## src/rtl/muldiv_seq_if.sv

```systemverilog
// Issue/status bundle between the pipeline and the multiply/divide sequencer.
interface muldiv_seq_if;
  logic       Start;
  logic [5:0] Funct;
  logic       DivZero;
  logic       Abort;
  logic       Busy;
  logic       Load;
  logic       Step;
  logic       OpDiv;
  logic       HiLoWrite;
  logic       Done;
  logic       DZ;
  logic       Stall;
  logic [5:0] Count;

  // Pipeline side: issues instructions and observes sequencer status.
  modport master (
    output Start, Funct, DivZero, Abort,
    input  Busy, Load, Step, OpDiv, HiLoWrite, Done, DZ, Stall, Count
  );

  // Sequencer side.
  modport slave (
    input  Start, Funct, DivZero, Abort,
    output Busy, Load, Step, OpDiv, HiLoWrite, Done, DZ, Stall, Count
  );
endinterface

```

## src/rtl/muldiv_seq.sv

```systemverilog
// Control sequencer for an iterative MULTU/DIVU unit: LOAD, ITER steps, WRITE.
module muldiv_seq #(
  parameter int unsigned ITER  = 32,
  parameter logic [5:0]  MULTU = 6'b011001,
  parameter logic [5:0]  DIVU  = 6'b011011,
  parameter logic [5:0]  MFHI  = 6'b010000,
  parameter logic [5:0]  MFLO  = 6'b010010
) (
  input  logic         clk,
  input  logic         reset,
  muldiv_seq_if.slave  bus
);

  localparam int unsigned CW = 6;
  localparam logic [CW-1:0] LAST = CW'(ITER - 1);

  typedef enum logic [1:0] {
    S_IDLE  = 2'd0,
    S_LOAD  = 2'd1,
    S_RUN   = 2'd2,
    S_WRITE = 2'd3
  } state_e;

  state_e        state_q, state_d;
  logic [CW-1:0] count_q, count_d;
  logic          op_div_q, op_div_d;
  logic          dz_q, dz_d;

  logic is_mdu_op;
  logic is_hilo_op;
  logic busy_c;
  logic load_c;
  logic step_c;
  logic hilo_write_c;
  logic done_c;
  logic stall_c;

  // State and operation context registers.
  always_ff @(posedge clk) begin
    if (reset) begin
      state_q  <= S_IDLE;
      count_q  <= '0;
      op_div_q <= 1'b0;
      dz_q     <= 1'b0;
    end else begin
      state_q  <= state_d;
      count_q  <= count_d;
      op_div_q <= op_div_d;
      dz_q     <= dz_d;
    end
  end

  // Next-state, context update and status decode.
  always_comb begin
    state_d      = state_q;
    count_d      = count_q;
    op_div_d     = op_div_q;
    dz_d         = dz_q;
    is_mdu_op    = (bus.Funct == MULTU) || (bus.Funct == DIVU);
    is_hilo_op   = (bus.Funct == MFHI) || (bus.Funct == MFLO);
    busy_c       = 1'b0;
    load_c       = 1'b0;
    step_c       = 1'b0;
    hilo_write_c = 1'b0;
    done_c       = 1'b0;
    stall_c      = 1'b0;

    unique case (state_q)
      S_IDLE: begin
        if (bus.Start && is_mdu_op) begin
          state_d  = S_LOAD;
          op_div_d = (bus.Funct == DIVU);
          count_d  = '0;
          dz_d     = 1'b0;
        end
      end
      S_LOAD: begin
        if (op_div_q && bus.DivZero) begin
          state_d = S_WRITE;
          dz_d    = 1'b1;
        end else begin
          state_d = S_RUN;
        end
      end
      S_RUN: begin
        // Count stops at ITER-1 so it never wraps inside an operation.
        if (count_q == LAST) begin
          state_d = S_WRITE;
        end else begin
          count_d = count_q + CW'(1);
        end
      end
      S_WRITE: begin
        state_d = S_IDLE;
      end
      default: begin
        state_d = S_IDLE;
      end
    endcase

    // A flush discards the operation but leaves Count, DZ and OpDiv as they were.
    if (bus.Abort) begin
      state_d  = S_IDLE;
      count_d  = count_q;
      op_div_d = op_div_q;
      dz_d     = dz_q;
    end

    // Status outputs are forced low while reset is held.
    if (!reset) begin
      busy_c       = (state_q != S_IDLE);
      load_c       = (state_q == S_LOAD);
      step_c       = (state_q == S_RUN);
      hilo_write_c = (state_q == S_WRITE) && !bus.Abort;
      done_c       = (state_q == S_WRITE) && !bus.Abort;
      stall_c      = bus.Start && busy_c && (is_mdu_op || is_hilo_op);
    end
  end

  assign bus.Busy      = busy_c;
  assign bus.Load      = load_c;
  assign bus.Step      = step_c;
  assign bus.HiLoWrite = hilo_write_c;
  assign bus.Done      = done_c;
  assign bus.Stall     = stall_c;
  assign bus.OpDiv     = op_div_q;
  assign bus.DZ        = dz_q;
  assign bus.Count     = count_q;

endmodule

```

## src/flat_wrapper.sv

```systemverilog
// flat-port wrapper written by rule: the top's interface ports become plain ports
module muldiv_seq_flat 
#(
  parameter int unsigned ITER  = 32,
  parameter logic [5:0]  MULTU = 6'b011001,
  parameter logic [5:0]  DIVU  = 6'b011011,
  parameter logic [5:0]  MFHI  = 6'b010000,
  parameter logic [5:0]  MFLO  = 6'b010010
)
  (clk, reset, bus_Start, bus_Funct, bus_DivZero, bus_Abort, bus_Busy, bus_Load, bus_Step, bus_OpDiv, bus_HiLoWrite, bus_Done, bus_DZ, bus_Stall, bus_Count);
  muldiv_seq_if bus_i ();
  input  logic clk;
  input  logic reset;
  input wire logic [$bits(bus_i.Start)-1:0] bus_Start;
  input wire logic [$bits(bus_i.Funct)-1:0] bus_Funct;
  input wire logic [$bits(bus_i.DivZero)-1:0] bus_DivZero;
  input wire logic [$bits(bus_i.Abort)-1:0] bus_Abort;
  output wire logic [$bits(bus_i.Busy)-1:0] bus_Busy;
  output wire logic [$bits(bus_i.Load)-1:0] bus_Load;
  output wire logic [$bits(bus_i.Step)-1:0] bus_Step;
  output wire logic [$bits(bus_i.OpDiv)-1:0] bus_OpDiv;
  output wire logic [$bits(bus_i.HiLoWrite)-1:0] bus_HiLoWrite;
  output wire logic [$bits(bus_i.Done)-1:0] bus_Done;
  output wire logic [$bits(bus_i.DZ)-1:0] bus_DZ;
  output wire logic [$bits(bus_i.Stall)-1:0] bus_Stall;
  output wire logic [$bits(bus_i.Count)-1:0] bus_Count;
  assign bus_i.Start = bus_Start;
  assign bus_i.Funct = bus_Funct;
  assign bus_i.DivZero = bus_DivZero;
  assign bus_i.Abort = bus_Abort;
  assign bus_Busy = bus_i.Busy;
  assign bus_Load = bus_i.Load;
  assign bus_Step = bus_i.Step;
  assign bus_OpDiv = bus_i.OpDiv;
  assign bus_HiLoWrite = bus_i.HiLoWrite;
  assign bus_Done = bus_i.Done;
  assign bus_DZ = bus_i.DZ;
  assign bus_Stall = bus_i.Stall;
  assign bus_Count = bus_i.Count;
  muldiv_seq #(.ITER(ITER), .MULTU(MULTU), .DIVU(DIVU), .MFHI(MFHI), .MFLO(MFLO)) u_core (.clk(clk), .reset(reset), .bus(bus_i));
endmodule
```

## config.mk

```make
export PLATFORM = sky130hd
export DESIGN_NAME = muldiv_seq_flat
export DESIGN_NICKNAME = d
export VERILOG_FILES = /design/src/rtl/muldiv_seq_if.sv /design/src/rtl/muldiv_seq.sv /design/src/flat_wrapper.sv
export SDC_FILE = /design/constraint.sdc
export NUM_CORES = 1
export LEC_CHECK = 0
export ABC_AREA = 1
export CAP_MARGIN = 15
export CORE_MARGIN = 3
export CORE_UTILIZATION = 35
export DETAILED_ROUTE_END_ITERATION = 16
export GPL_TIMING_DRIVEN = 0
export PLACE_DENSITY = 0.61
export SLEW_MARGIN = 40
export SYNTH_ARGS = -nofsm -noshare
export SYNTH_HDL_FRONTEND = slang
export SYNTH_SLANG_ARGS = --single-unit
```

## constraint.sdc

```tcl
create_clock -name clk -period 1.6 [get_ports clk]
set_clock_uncertainty 0.15 [all_clocks]
set_input_delay 0.32 -clock clk [delete_from_list [all_inputs] [get_ports clk]]
set_output_delay 0.32 -clock clk [all_outputs]
set_load 0.05 [all_outputs]
```

# Yosys cells after proc, flatten, opt, wreduce, memory -nomap -nowiden
# Index checks and enable logic that the tools add are counted.
dict set report word_totals {
  input_bits 11
  out_inout_bits 14
  elab_cells 51
  register_bits 10
}
dict set report classes {
  n_reduce_logical 18
  muxes 15
  addsub 1
  n_eq_ne 12
  bitwise 1
}
# operator count
set op_table {}
lappend op_table {{$eq A6 B5 Y1 const B} 5}
lappend op_table {{$mux W6} 2}
lappend op_table {{$pmux W6 S2} 1}
lappend op_table {{$mux W1} 8}
lappend op_table {{$pmux W2 S4} 1}
lappend op_table {{$reduce_and A4 Y1} 2}
lappend op_table {{$add A6 B1 Y6 const B} 1}
lappend op_table {{$ne A2 B1 Y1 const B} 3}
lappend op_table {{$reduce_bool A2 Y1} 3}
lappend op_table {{$logic_and A1 B1 Y1} 5}
lappend op_table {{$eq A2 B2 Y1 const B} 2}
lappend op_table {{$mux W2} 2}
lappend op_table {{$logic_or A1 B1 Y1} 3}
lappend op_table {{$reduce_and A3 Y1} 1}
lappend op_table {{$eq A2 B1 Y1 const B} 1}
lappend op_table {{$logic_not A2 Y1} 1}
lappend op_table {{$ne A2 B2 Y1 const B} 1}
lappend op_table {{$pmux W1 S2} 1}
lappend op_table {{$reduce_and A2 Y1} 1}
lappend op_table {{$reduce_or A2 Y1} 1}
lappend op_table {{$logic_not A1 Y1} 1}
lappend op_table {{$not A1 Y1} 1}

# Depth between registers and ports, before layout
# Gate-level depths: netlist of the first run.
dict set report depth {
  depth_word 5
  depth_mapped 10
}

# Worst setup path after synthesis of the first run
# Ideal clock, no wire load.
dict set report synth_path {
  path_kind {reg2out}
  from {register u_core.state_q[0]}
  to {output port bus_Stall}
  path_slack_ns -0.914
  arrival_ns 2.044
  path_stages_with_launch 5
  required_ns 1.130
  path_cell_list {dfxtp_1 inv_1 ha_1 nor2_1 o2111a_1}
}
dict set report synth_between {
  elab_chain_cells 4
}
# element line
set synth_lines {}
lappend synth_lines {{from (decl)} muldiv_seq.sv:24} ;# state_e state_q, state_d;
lappend synth_lines {{from (signal assigned)} muldiv_seq.sv:46} ;# state_q <= state_d;
lappend synth_lines {{$reduce_bool A2 Y1} muldiv_seq.sv:111} ;# busy_c = (state_q != S_IDLE);
lappend synth_lines {{$logic_and A1 B1 Y1 (2 in a row)} muldiv_seq.sv:116} ;# stall_c = bus.Start && busy_c && (is_mdu_op || is_hilo_op);
lappend synth_lines {{$mux W1} muldiv_seq.sv:110} ;# if (!reset) begin
lappend synth_lines {{to (decl)} flat_wrapper.sv:25} ;# output wire logic [$bits(bus_i.Stall)-1:0] bus_Stall;
# Every way passes these cells.

# Worst setup path after layout of the first run
dict set report layout_path {
  from {input port bus_Funct[4]}
  to {output port bus_Stall}
}
dict set report layout_between {
  elab_chain_cells 5
}
# element line
set layout_lines {}
lappend layout_lines {{from (decl)} flat_wrapper.sv:15} ;# input wire logic [$bits(bus_i.Funct)-1:0] bus_Funct;
lappend layout_lines {{$eq A6 B5 Y1, on equally long branches} {muldiv_seq.sv:59, muldiv_seq.sv:60}}
lappend layout_lines {{$logic_or A1 B1 Y1, on equally long branches} {muldiv_seq.sv:59, muldiv_seq.sv:60}}
lappend layout_lines {{$logic_or A1 B1 Y1 (*)} muldiv_seq.sv:116}
lappend layout_lines {{$logic_and A1 B1 Y1 (*)} muldiv_seq.sv:116}
lappend layout_lines {{$mux W1 (*)} muldiv_seq.sv:110}
# Mark *: on every way between the ends. The rest lies on a longest branch, timed or not.

==> results of run 1 <==
## metal layers
layer	up-vias	track usage (%)	part of all wire, %
met5	-	0	0
met4	0	3.83	0.67
met3	2	5.13	4.1
met2	10	25.0	51
met1	350	18.8	44
li1	417	-	-
## path summary, 6_finish.rpt
kind	startpoint	endpoint	slack, ns
hold / removal	u_core.bus.DZ$_SDFFE_PP0P_	u_core.bus.DZ$_SDFFE_PP0P_	0.31
hold reg to reg	u_core.bus.DZ$_SDFFE_PP0P_	u_core.bus.DZ$_SDFFE_PP0P_	0.31
setup / recovery	bus_Funct[4]	bus_Stall	-0.18
setup reg to reg	u_core.state_q[0]$_SDFFE_PP0P_	u_core.bus.Count[4]$_SDFFE_PP0P_	-0.03
## cell families (layout without fill, tap and decap cells)
group	after synthesis	in the layout	share of synthesized area, %
AOI/OAI and AO/OA	14	14	12.5
xor gates and xnor gates	1	1	1.17
adders and majority gates	5	5	8.33
buffers and inverters	21	58	11.0
DFF	10	10	26.7
and+or+nand+nor	58	58	40.3
## per-stage QoR
stage          power [mW]  TNS (ns)  cell area [um2]  std cells  util [%]
2_1_floorplan       0.287    -0.156              810        109         -
3_3_place_gp        0.325     -7.23             1080        160      54.1
3_5_place_dp        0.326     -7.57             1080        160      54.1
4_1_cts             0.514    -0.730             1180        170      59.1
5_1_grt             0.537     -1.52             1220        173      60.9
6_report            0.505    -0.670             1220        173      60.9
## registers in the layout, summed over array words and instances, names as in the netlist
signal            flops
u_core.bus.Count      6
u_core.state_q        2
u_core.bus.OpDiv      1
u_core.bus.DZ         1
## synthesized netlist by cell type
cell,instances,area [um2]
a21oi_1,6,30.0
a21oi_2,1,8.76
buf_4,1,7.51
dfxtp_1,10,200
ha_1,5,62.6
inv_1,17,63.8
inv_2,3,11.3
nand2_1,26,97.6
nand2_2,2,12.5
nand2_4,2,22.5
nand3_1,3,15.0
nand3_2,1,10.0
nand3_4,2,35.0
nand4_1,3,18.8
nor2_1,14,52.6
nor2_4,2,22.5
nor3_1,2,10.0
o2111a_1,1,11.3
o21ai_0,4,20.0
o21ai_1,1,5.00
o21bai_4,1,18.8
or2_0,1,6.26
xnor2_1,1,8.76
## area by class of cell
type / count / area share (%)
Inverter: 20 / 6.67
Multi-Input combinational cell: 78 / 42.4
Timing Repair Buffer: 33 / 27.2
Clock inverter: 1 / 0.308
Sequential cell: 10 / 17.9
Clock buffer: 3 / 1.85
Buffer: 1 / 0.924
Tap cell: 27 / 2.77
## worst register-to-register path, stage by stage (launching register included)
cell and delay (ns):
dfxtp_4 0.36, inv_4 0.08, ha_2 0.23, inv_2 0.08, o21bai_4 0.19, nand2_4 0.09, nand3_4 0.12, nand2_2 0.09
nand2_1 0.05, nand2_1 0.06, inv_1 0.03
## power breakdown
| group | switching (mW) | internal (mW) | total (mW) |
|---|---|---|---|
| clock network | 0.0913 | 0.0903 | 0.182 |
| logic | 0.0407 | 0.0379 | 0.0786 |
| registers | 0.00135 | 0.244 | 0.245 |
| total | 0.133 | 0.372 | 0.505 |
## cells in the final DEF (no fill, tap or decap), types with 2 or more instances in the layout
| master | n |
|---|---|
| nand3_1 | 3 |
| dfxtp_1 | 4 |
| nor3_1 | 2 |
| o21ai_0 | 4 |
| nand2_2 | 4 |
| clkdlybuf4s15_2 | 6 |
| nand3_4 | 2 |
| inv_1 | 12 |
| ha_2 | 2 |
| ha_1 | 2 |
| dfxtp_2 | 2 |
| buf_6 | 4 |
| clkbuf_2 | 2 |
| inv_2 | 6 |
| nor2_4 | 5 |
| nand4_1 | 3 |
| nand2_1 | 24 |
| nor2_1 | 10 |
| buf_4 | 8 |
| clkbuf_4 | 3 |
| nand2_4 | 2 |
| dlygate4sd2_1 | 2 |
| clkdlybuf4s50_1 | 7 |
| a21oi_1 | 6 |
| dfxtp_4 | 4 |
| buf_8 | 4 |
## what timing repair did
item / 4_1_cts / 5_1_grt
buffers inserted: 6 / 3
resized for setup: 73 / 11
pin swaps: 4 / 2
endpoints found under the setup margin: 20 / 17
==> results.py, run 1 <==
metrics = {
    "worst_setup_path": {
        "critical_path.slowest_cell": "clkdlybuf4s50_1",
        "timing.critical_path.arrival_ns": 1.31,
        "critPathMaxStageDelay_ns": 0.45,
        "worstPathRequired_ns": 1.13,
        "criticalPathCategory": "in -> out",
        "crit_path_max_fanout": 2,
        "worst-r2r-cell-count": 10,
        "worst_setup_path_start_kind": "input port",
        "worst_path_dominant_cell_family": "buffers and inverters",
        "critical_path_cell_count": 5,
        "cp.buffers_inverters": 3,
        "critPathCaptureType": "output pin",
        "crit_path_cell_trace": "clkdlybuf4s50_1 -> inv_1 -> nor2_4 -> o2111a_2 -> buf_8",
    },
    "clock_tree": {
        "cts_tree": "yes",
        "h-tree-depth": 1,
        "ctsRootBufferMaster": "clkbuf_4",
        "clkSinkCount": 10,
        "max-clock-path-buffers": 2,
        "cts_hold_buffers": 0,
        "clock_input_transition_at_the_sequential_cells_of_the_worst_setup_and_hold_paths_ns": 0.07,
        "numCtsBuffers": 3,
        "worst_skew_pair.late_latency_ns": 0.27,
    },
    "yosys": {
        "synthCells": 109,
        "yosys_warnings": 0,
        "ys_types": 23,
        "synth.yosys.seq_area_share_pct": 26.7,
        "synth.cell_area_um2": 751,
        "ys_seq_elements": 10,
        "syn_nets": 125,
        "synth_area_per_cell_um2": 6.89,
    },
    "detailed_routing": {
        "remaining_drc_errors": 0,
        "route.vias.total": 779,
        "detail_route.vias_per_cell": 4.50,
        "detail-route-antenna-nets": 0,
        "routedWlPerCell_um": 10.4,
        "drt_first_iter_violations": 6,
        "drt_pre_antenna_iters": 3,
        "route.final.wire_length_um": 1800,
    },
    "sta": {
        "rsz0062_at_grt": "true",
        "min_period_ns": 1.78,
        "achievable-frequency_ghz": 0.562,
        "layout_worst_path_cycle_share_pct": 111,
        "slew_headroom_pct": 68.9,
        "fin_ws_ns": -0.179,
        "maxSlewViolCount": 0,
        "setup_failing_eps_final": 8,
        "finalHoldWorstSlack_ns": 0.307,
        "worst-slew-pin-transition_ns": 0.467,
        "hold_viol": 0,
    },
    "final_layout": {
        "multiInputGateArea_um2": 517,
        "share_of_final_layout_standard_cells_stronger_than_drive_strength_1_pct": 42.5,
        "final_nets": 163,
        "antenna_cells_inserted": 0,
        "num-fill-cells": 183,
        "area.sequential_um2": 218,
        "area_growth_pct": 62.3,
    },
    "global_routing": {
        "track_usage_pct": 15.2,
        "globalRouteOverflowTotal": 0,
        "number_of_antenna_violations_at_the_first_check_in_global_routing": 0,
        "grt_start_max_net_pins": 9,
        "grt_pass1_vias": 704,
        "grt_first_pass_wirelength_um": 3070,
    },
    "job": {
        "cap_violations": 0,
    },
    "power": {
        "p_per_area_mw_per_mm2": 415,
        "leakagePower_nw": 0.543,
        "vdd_ir_drop_max_v": 0.000442,
    },
    "floorplanning": {
        "die_ht_um": 52.3,
        "placement_rows": 16,
        "die_width_um": 52.3,
        "io_pins": 25,
        "core_mm2": 0.00200,
        "initial_utilization_pct": 37.5,
        "floorplan.die_area_mm2": 0.00274,
    },
    "place": {
        "dp_hpwl_um": 1390,
        "portBuffers": 24,
        "gpl.final_weighted_congestion": 0.772,
        "place_ws_ns": -1.04,
    },
    "status": {
        "run_status": "finished, violations left",
        "violations": "setup timing",
    },
    "min_path": {
        "hold_depth": 2,
        "worst_hold_path_type": "reg -> reg",
    },
}
(Power assumes the default switching activity.)
==> run 2: changes to the inputs <==
GPL_TIMING_DRIVEN = default   (was 0)
==> run 2 against run 1 <==
  * The flow still finishes with violations (setup timing)
  * Die area did not move
  * Non-clock buffer count up 14
  * Utilization rose by 15 points
  * Cell area up 24%
  * Register-to-register slack about the same
  * Combinational power up 23%
  * Critical endpoint unchanged
  * Critical path depth unchanged
  * First-iteration DRC count fell by 67%
  * Flip-flop and latch count unchanged
  * Worst hold slack improved by 0.030 ns
==> results.py, run 2 (synthesis results as in run 1) <==
metrics = {
    "sta": {
        "rsz0062_at_grt": "true",
        "fin_ws_ns": -0.148,
        "worst-slew-pin-transition_ns": 0.224,
        "min_period_ns": 1.75,
        "maxSlewViolCount": 0,
        "hold_viol": 0,
        "layout_worst_path_cycle_share_pct": 109,
        "finalHoldWorstSlack_ns": 0.337,
        "setup_failing_eps_final": 8,
        "achievable-frequency_ghz": 0.572,
        "slew_headroom_pct": 85.0,
    },
    "clock_tree": {
        "clkSinkCount": 10,
        "cts_hold_buffers": 0,
        "clock_input_transition_at_the_sequential_cells_of_the_worst_setup_and_hold_paths_ns": 0.07,
        "numCtsBuffers": 3,
        "ctsRootBufferMaster": "clkbuf_4",
        "cts_tree": "yes",
        "max-clock-path-buffers": 2,
        "worst_skew_pair.late_latency_ns": 0.27,
        "h-tree-depth": 1,
    },
    "final_layout": {
        "final_nets": 177,
        "num-fill-cells": 143,
        "mostFrequentLayoutCells": "nand2_1 (23), buf_4 (18), buf_12 (14)",
        "area.sequential_um2": 215,
        "multiInputGateArea_um2": 559,
        "share_of_final_layout_standard_cells_stronger_than_drive_strength_1_pct": 50.0,
        "antenna_cells_inserted": 0,
        "utilization_pct": 75.4,
        "finalNonFillerCells": 187,
        "final_design_area_no_fill_mm2": 0.00151,
        "most_common_cell_after_layout_fill_and_taps_aside": "nand2_1",
        "largest_register_ffs": 6,
        "area_growth_pct": 101,
    },
    "global_routing": {
        "number_of_antenna_violations_at_the_first_check_in_global_routing": 0,
        "grt_start_max_net_pins": 9,
        "globalRouteOverflowTotal": 0,
        "track_usage_pct": 16.4,
        "grt_pass1_vias": 791,
        "grt_first_pass_wirelength_um": 3270,
    },
    "power": {
        "vdd_ir_drop_max_v": 0.000486,
        "fin_total_pwr_uw": 529,
        "leakagePower_nw": 0.688,
        "p_per_area_mw_per_mm2": 350,
    },
    "worst_setup_path": {
        "timing.reg2reg.setup_slack_ns": -0.04,
        "crit_path_max_fanout": 3,
        "crit-reg2reg-capture": "u_core.bus.Count[2]$_SDFFE_PP0P_",
        "worst_setup_path_start_kind": "register",
        "timing.critical_path.arrival_ns": 1.28,
        "worstReg2RegStart": "u_core.state_q[1]$_SDFFE_PP0P_",
        "worst-r2r-cell-count": 9,
        "criticalPathCategory": "reg -> out",
        "worstPathRequired_ns": 1.13,
        "critPathCaptureType": "output pin",
    },
    "detailed_routing": {
        "detail_route.vias_per_cell": 4.48,
        "detail-route-antenna-nets": 0,
        "drt_pre_antenna_iters": 4,
        "route.final.wire_length_um": 2200,
        "route.vias.total": 837,
        "remaining_drc_errors": 0,
        "drt_first_iter_violations": 2,
        "routedWlPerCell_um": 11.8,
    },
    "job": {
        "cap_violations": 0,
    },
    "floorplanning": {
        "floorplan.die_area_mm2": 0.00274,
        "placement_rows": 16,
        "core_mm2": 0.00200,
        "die_width_um": 52.3,
        "die_ht_um": 52.3,
        "io_pins": 25,
        "initial_utilization_pct": 37.5,
    },
    "min_path": {
        "hold_depth": 2,
        "worst_hold_path_type": "reg -> reg",
        "whs_endpoint": "u_core.bus.DZ$_SDFFE_PP0P_",
        "startpoint_of_the_tightest_hold_check_path": "u_core.bus.DZ$_SDFFE_PP0P_",
    },
    "status": {
        "run_status": "finished, violations left",
        "violations": "setup timing",
    },
    "place": {
        "placed_cell_area_mm2": 0.00127,
        "portBuffers": 24,
        "gpl.final_weighted_congestion": 0.777,
        "dp_hpwl_um": 1560,
        "dp.cells": 167,
    },
}
[run 2: what timing repair did]
item,in CTS,in global routing
setup buffers,8,9
setup endpoints to repair,6,13
pin swaps,5,7
resized for setup,9,20
[run 2: how the worst max path moves through the flow]
| stage | from | to | slack, ns |
|---|---|---|---|
| 4_1_cts | u_core.state_q[1]$_SDFFE_PP0P_ | bus_Stall | -0.17 |
| 6_report | u_core.state_q[0]$_SDFFE_PP0P_ | bus_Stall | -0.15 |
| 3_5_place_dp | bus_Funct[4] | bus_Stall | -0.19 |
| 3_3_place_gp | bus_Start | bus_Stall | -0.17 |
| 2_1_floorplan | u_core.state_q[1]$_SDFFE_PP0P_ | bus_Stall | -0.16 |
| 5_1_grt | u_core.state_q[0]$_SDFFE_PP0P_ | bus_Stall | -0.23 |
[run 2: cell type report]
| cell class | count | area share [%] |
|---|---|---|
| timing repair buffer | 48 | 39.4 |
| multi-input combinational | 78 | 37.0 |
| sequential | 10 | 14.3 |
| inverter | 20 | 5.39 |
| tap | 27 | 2.24 |
| clock buffer | 3 | 1.49 |
| clock inverter | 1 | 0.249 |
[run 2: report_power, final]
group / total (mW) / switching, mW / internal, mW
registers: 0.247 / 0.00193 / 0.245
logic: 0.0965 / 0.0457 / 0.0508
clock network: 0.185 / 0.0947 / 0.0903
[run 2: per-layer routing]
metal  up-vias  part of all wire (%)  global-route usage, %
li1        443                     -                      -
met1       382                    42                   18.8
met2        10                    54                   27.9
met3         2                   3.2                   6.27
met4         0                  0.55                   5.11
met5         -                     0                      0
[run 2: stage by stage]
stage | TNS (ns) | setup WS, ns
4_1_cts | -0.798 | -0.172
5_1_grt | -1.55 | -0.227
6_report | -0.698 | -0.148
3_5_place_dp | -1.84 | -0.187
2_1_floorplan | -0.156 | -0.156
3_3_place_gp | -1.63 | -0.175
[run 2: worst max-delay path: stages (launching register included)]
cell and delay, ns:
dfxtp_2 0.35, inv_2 0.06, ha_4 0.16, nor2_4 0.08
o2111a_2 0.22, buf_12 0.14
==> run 3: changes to the inputs <==
clock period = 1.7 ns   (was 1.6 ns; I/O delays follow)
==> run 3 against run 2 <==
  * The flow still finishes with violations (setup timing)
  * Cell area is 7.6% lower
  * Sequential share of layout area is 0.64 points higher
  * Combinational power decreased by 18%
  * Worst hold slack about the same
  * Total power up 1.6%
  * Final cell count is 4.8% lower
  * Clock power is 21% higher
  * Largest cell class is now multi-input gates
  * Largest power group unchanged
  * Highest routed layer unchanged
==> results.py, run 3 (synthesis results as in run 1) <==
metrics = {
    "clock_tree": {
        "ctsRootBufferMaster": "clkbuf_4",
        "numCtsBuffers": 3,
        "clock_input_transition_at_the_sequential_cells_of_the_worst_setup_and_hold_paths_ns": 0.07,
        "h-tree-depth": 1,
        "max-clock-path-buffers": 2,
        "clkSinkCount": 10,
        "cts_tree": "yes",
        "worst_skew_pair.late_latency_ns": 0.27,
    },
    "status": {
        "run_status": "finished, violations left",
        "violations": "setup timing",
    },
    "final_layout": {
        "most_common_cell_after_layout_fill_and_taps_aside": "nand2_1",
        "area_growth_pct": 85.8,
        "largest_register_ffs": 6,
        "num-fill-cells": 177,
        "antenna_cells_inserted": 0,
        "multiInputGateArea_um2": 539,
        "share_of_final_layout_standard_cells_stronger_than_drive_strength_1_pct": 43.0,
        "final_nets": 168,
        "area.sequential_um2": 208,
        "mostFrequentLayoutCells": "nand2_1 (25), buf_4 (15), buf_12 (14)",
    },
    "detailed_routing": {
        "route.final.wire_length_um": 2250,
        "drt_pre_antenna_iters": 4,
        "remaining_drc_errors": 0,
        "detail_route.vias_per_cell": 4.63,
        "route.vias.total": 824,
        "detail-route-antenna-nets": 0,
        "drt_first_iter_violations": 10,
        "routedWlPerCell_um": 12.7,
    },
    "worst_setup_path": {
        "worstReg2RegStart": "u_core.bus.Count[1]$_SDFFE_PP0P_",
        "crit_path_max_fanout": 2,
        "critPathMaxStageDelay_ns": 0.47,
        "cp.buffers_inverters": 3,
        "criticalPathCategory": "in -> out",
        "critical_path_cell_count": 5,
        "crit_path_cell_trace": "clkdlybuf4s50_1 -> nand2_1 -> inv_2 -> o2111a_2 -> buf_12",
        "worst_path_dominant_cell_family": "buffers and inverters",
        "crit-reg2reg-capture": "u_core.bus.Count[5]$_SDFFE_PP0P_",
        "critPathCaptureType": "output pin",
        "worst-r2r-cell-count": 8,
        "worst_setup_path_start_kind": "input port",
        "worstPathRequired_ns": 1.21,
        "timing.critical_path.arrival_ns": 1.31,
        "critical_path.slowest_cell": "clkdlybuf4s50_1",
        "timing.reg2reg.setup_slack_ns": 0.14,
    },
    "floorplanning": {
        "placement_rows": 16,
        "die_width_um": 52.3,
        "core_mm2": 0.00200,
        "floorplan.die_area_mm2": 0.00274,
        "die_ht_um": 52.3,
        "initial_utilization_pct": 37.5,
        "io_pins": 25,
    },
    "power": {
        "vdd_ir_drop_max_v": 0.000533,
        "fin_total_pwr_uw": 537,
        "leakagePower_nw": 0.634,
        "p_per_area_mw_per_mm2": 385,
    },
    "sta": {
        "setup_failing_eps_final": 5,
        "fin_ws_ns": -0.105,
        "fin_setup_tns_ns": -0.341,
        "finalHoldWorstSlack_ns": 0.337,
        "achievable-frequency_ghz": 0.554,
        "worst-slew-pin-transition_ns": 0.267,
        "min_period_ns": 1.80,
        "layout_worst_path_cycle_share_pct": 106,
        "slew_headroom_pct": 82.2,
        "hold_viol": 0,
        "rsz0062_at_grt": "true",
        "maxSlewViolCount": 0,
    },
    "global_routing": {
        "number_of_antenna_violations_at_the_first_check_in_global_routing": 0,
        "grt_pass1_vias": 852,
        "grt_start_max_net_pins": 9,
        "globalRouteOverflowTotal": 0,
        "grt_first_pass_wirelength_um": 3920,
        "track_usage_pct": 19.6,
    },
    "min_path": {
        "hold_depth": 2,
        "whs_endpoint": "u_core.bus.DZ$_SDFFE_PP0P_",
        "worst_hold_path_type": "reg -> reg",
        "startpoint_of_the_tightest_hold_check_path": "u_core.bus.DZ$_SDFFE_PP0P_",
    },
    "place": {
        "portBuffers": 24,
        "dp_hpwl_um": 1740,
        "gpl.final_weighted_congestion": 0.780,
    },
    "job": {
        "cap_violations": 0,
    },
}
run 3: where the power goes:
part / switching [mW] / internal, mW / total (mW)
logic: 0.0403 / 0.0387 / 0.0790
registers: 0.00171 / 0.234 / 0.235
clock network: 0.0927 / 0.130 / 0.223
total: 0.135 / 0.403 / 0.537
run 3: how the worst max path moves through the flow:
stage                                   start   endpoint  slack [ns]
2_1_floorplan  u_core.state_q[0]$_SDFFE_PP0P_  bus_Stall       -0.12
3_3_place_gp                            reset  bus_Stall       -0.14
3_5_place_dp                            reset  bus_Stall       -0.16
4_1_cts        u_core.state_q[1]$_SDFFE_PP0P_  bus_Stall       -0.13
5_1_grt        u_core.state_q[0]$_SDFFE_PP0P_  bus_Stall       -0.15
6_report                         bus_Funct[0]  bus_Stall       -0.10
run 3: worst register-to-register path, cell delays in order (launching register included):
cell	delay, ns
dfxtp_2	0.38
ha_1	0.22
nand3_2	0.13
o21bai_4	0.18
nand2_4	0.09
nand3_4	0.14
nand2_1	0.08
nand2_1	0.06
nor2_1	0.04
run 3: repair_timing:
action                                  4_1_cts  5_1_grt
gates resized for setup                      15        5
hold buffers                                  0        0
setup buffers                                 5        2
pin swaps                                     7        6
endpoints found under the setup margin        6        7
run 3: metrics by stage:
| step | cell area [um2] | worst slack, ns | std cells | utilization, % |
|---|---|---|---|---|
| after floorplan | 788 | -0.121 | 109 | - |
| after global placement | 1250 | -0.139 | 167 | 62.7 |
| after detailed placement | 1250 | -0.163 | 167 | 62.7 |
| after CTS | 1370 | -0.127 | 176 | 68.2 |
| after global routing | 1400 | -0.147 | 178 | 69.7 |
| final | 1400 | -0.105 | 178 | 69.7 |
run 3: final cells by class:
class                   count  share of cell area, %
clock buffers               4                   2.60
well taps                  27                   2.42
multi-input cells          78                   38.7
flip-flops and latches     10                   14.9
repair buffers             39                   35.7
inverters                  20                   5.74
run 3: metal layers:
layer	global-route usage [%]	wire length [um]	up-vias	part of all wire, %
li1	-	-	428	-
met1	22.2	950	384	42
met2	36.4	1230	10	55
met3	5.13	58	2	2.6
met4	3.83	10	0	0.44
met5	0	0	-	0
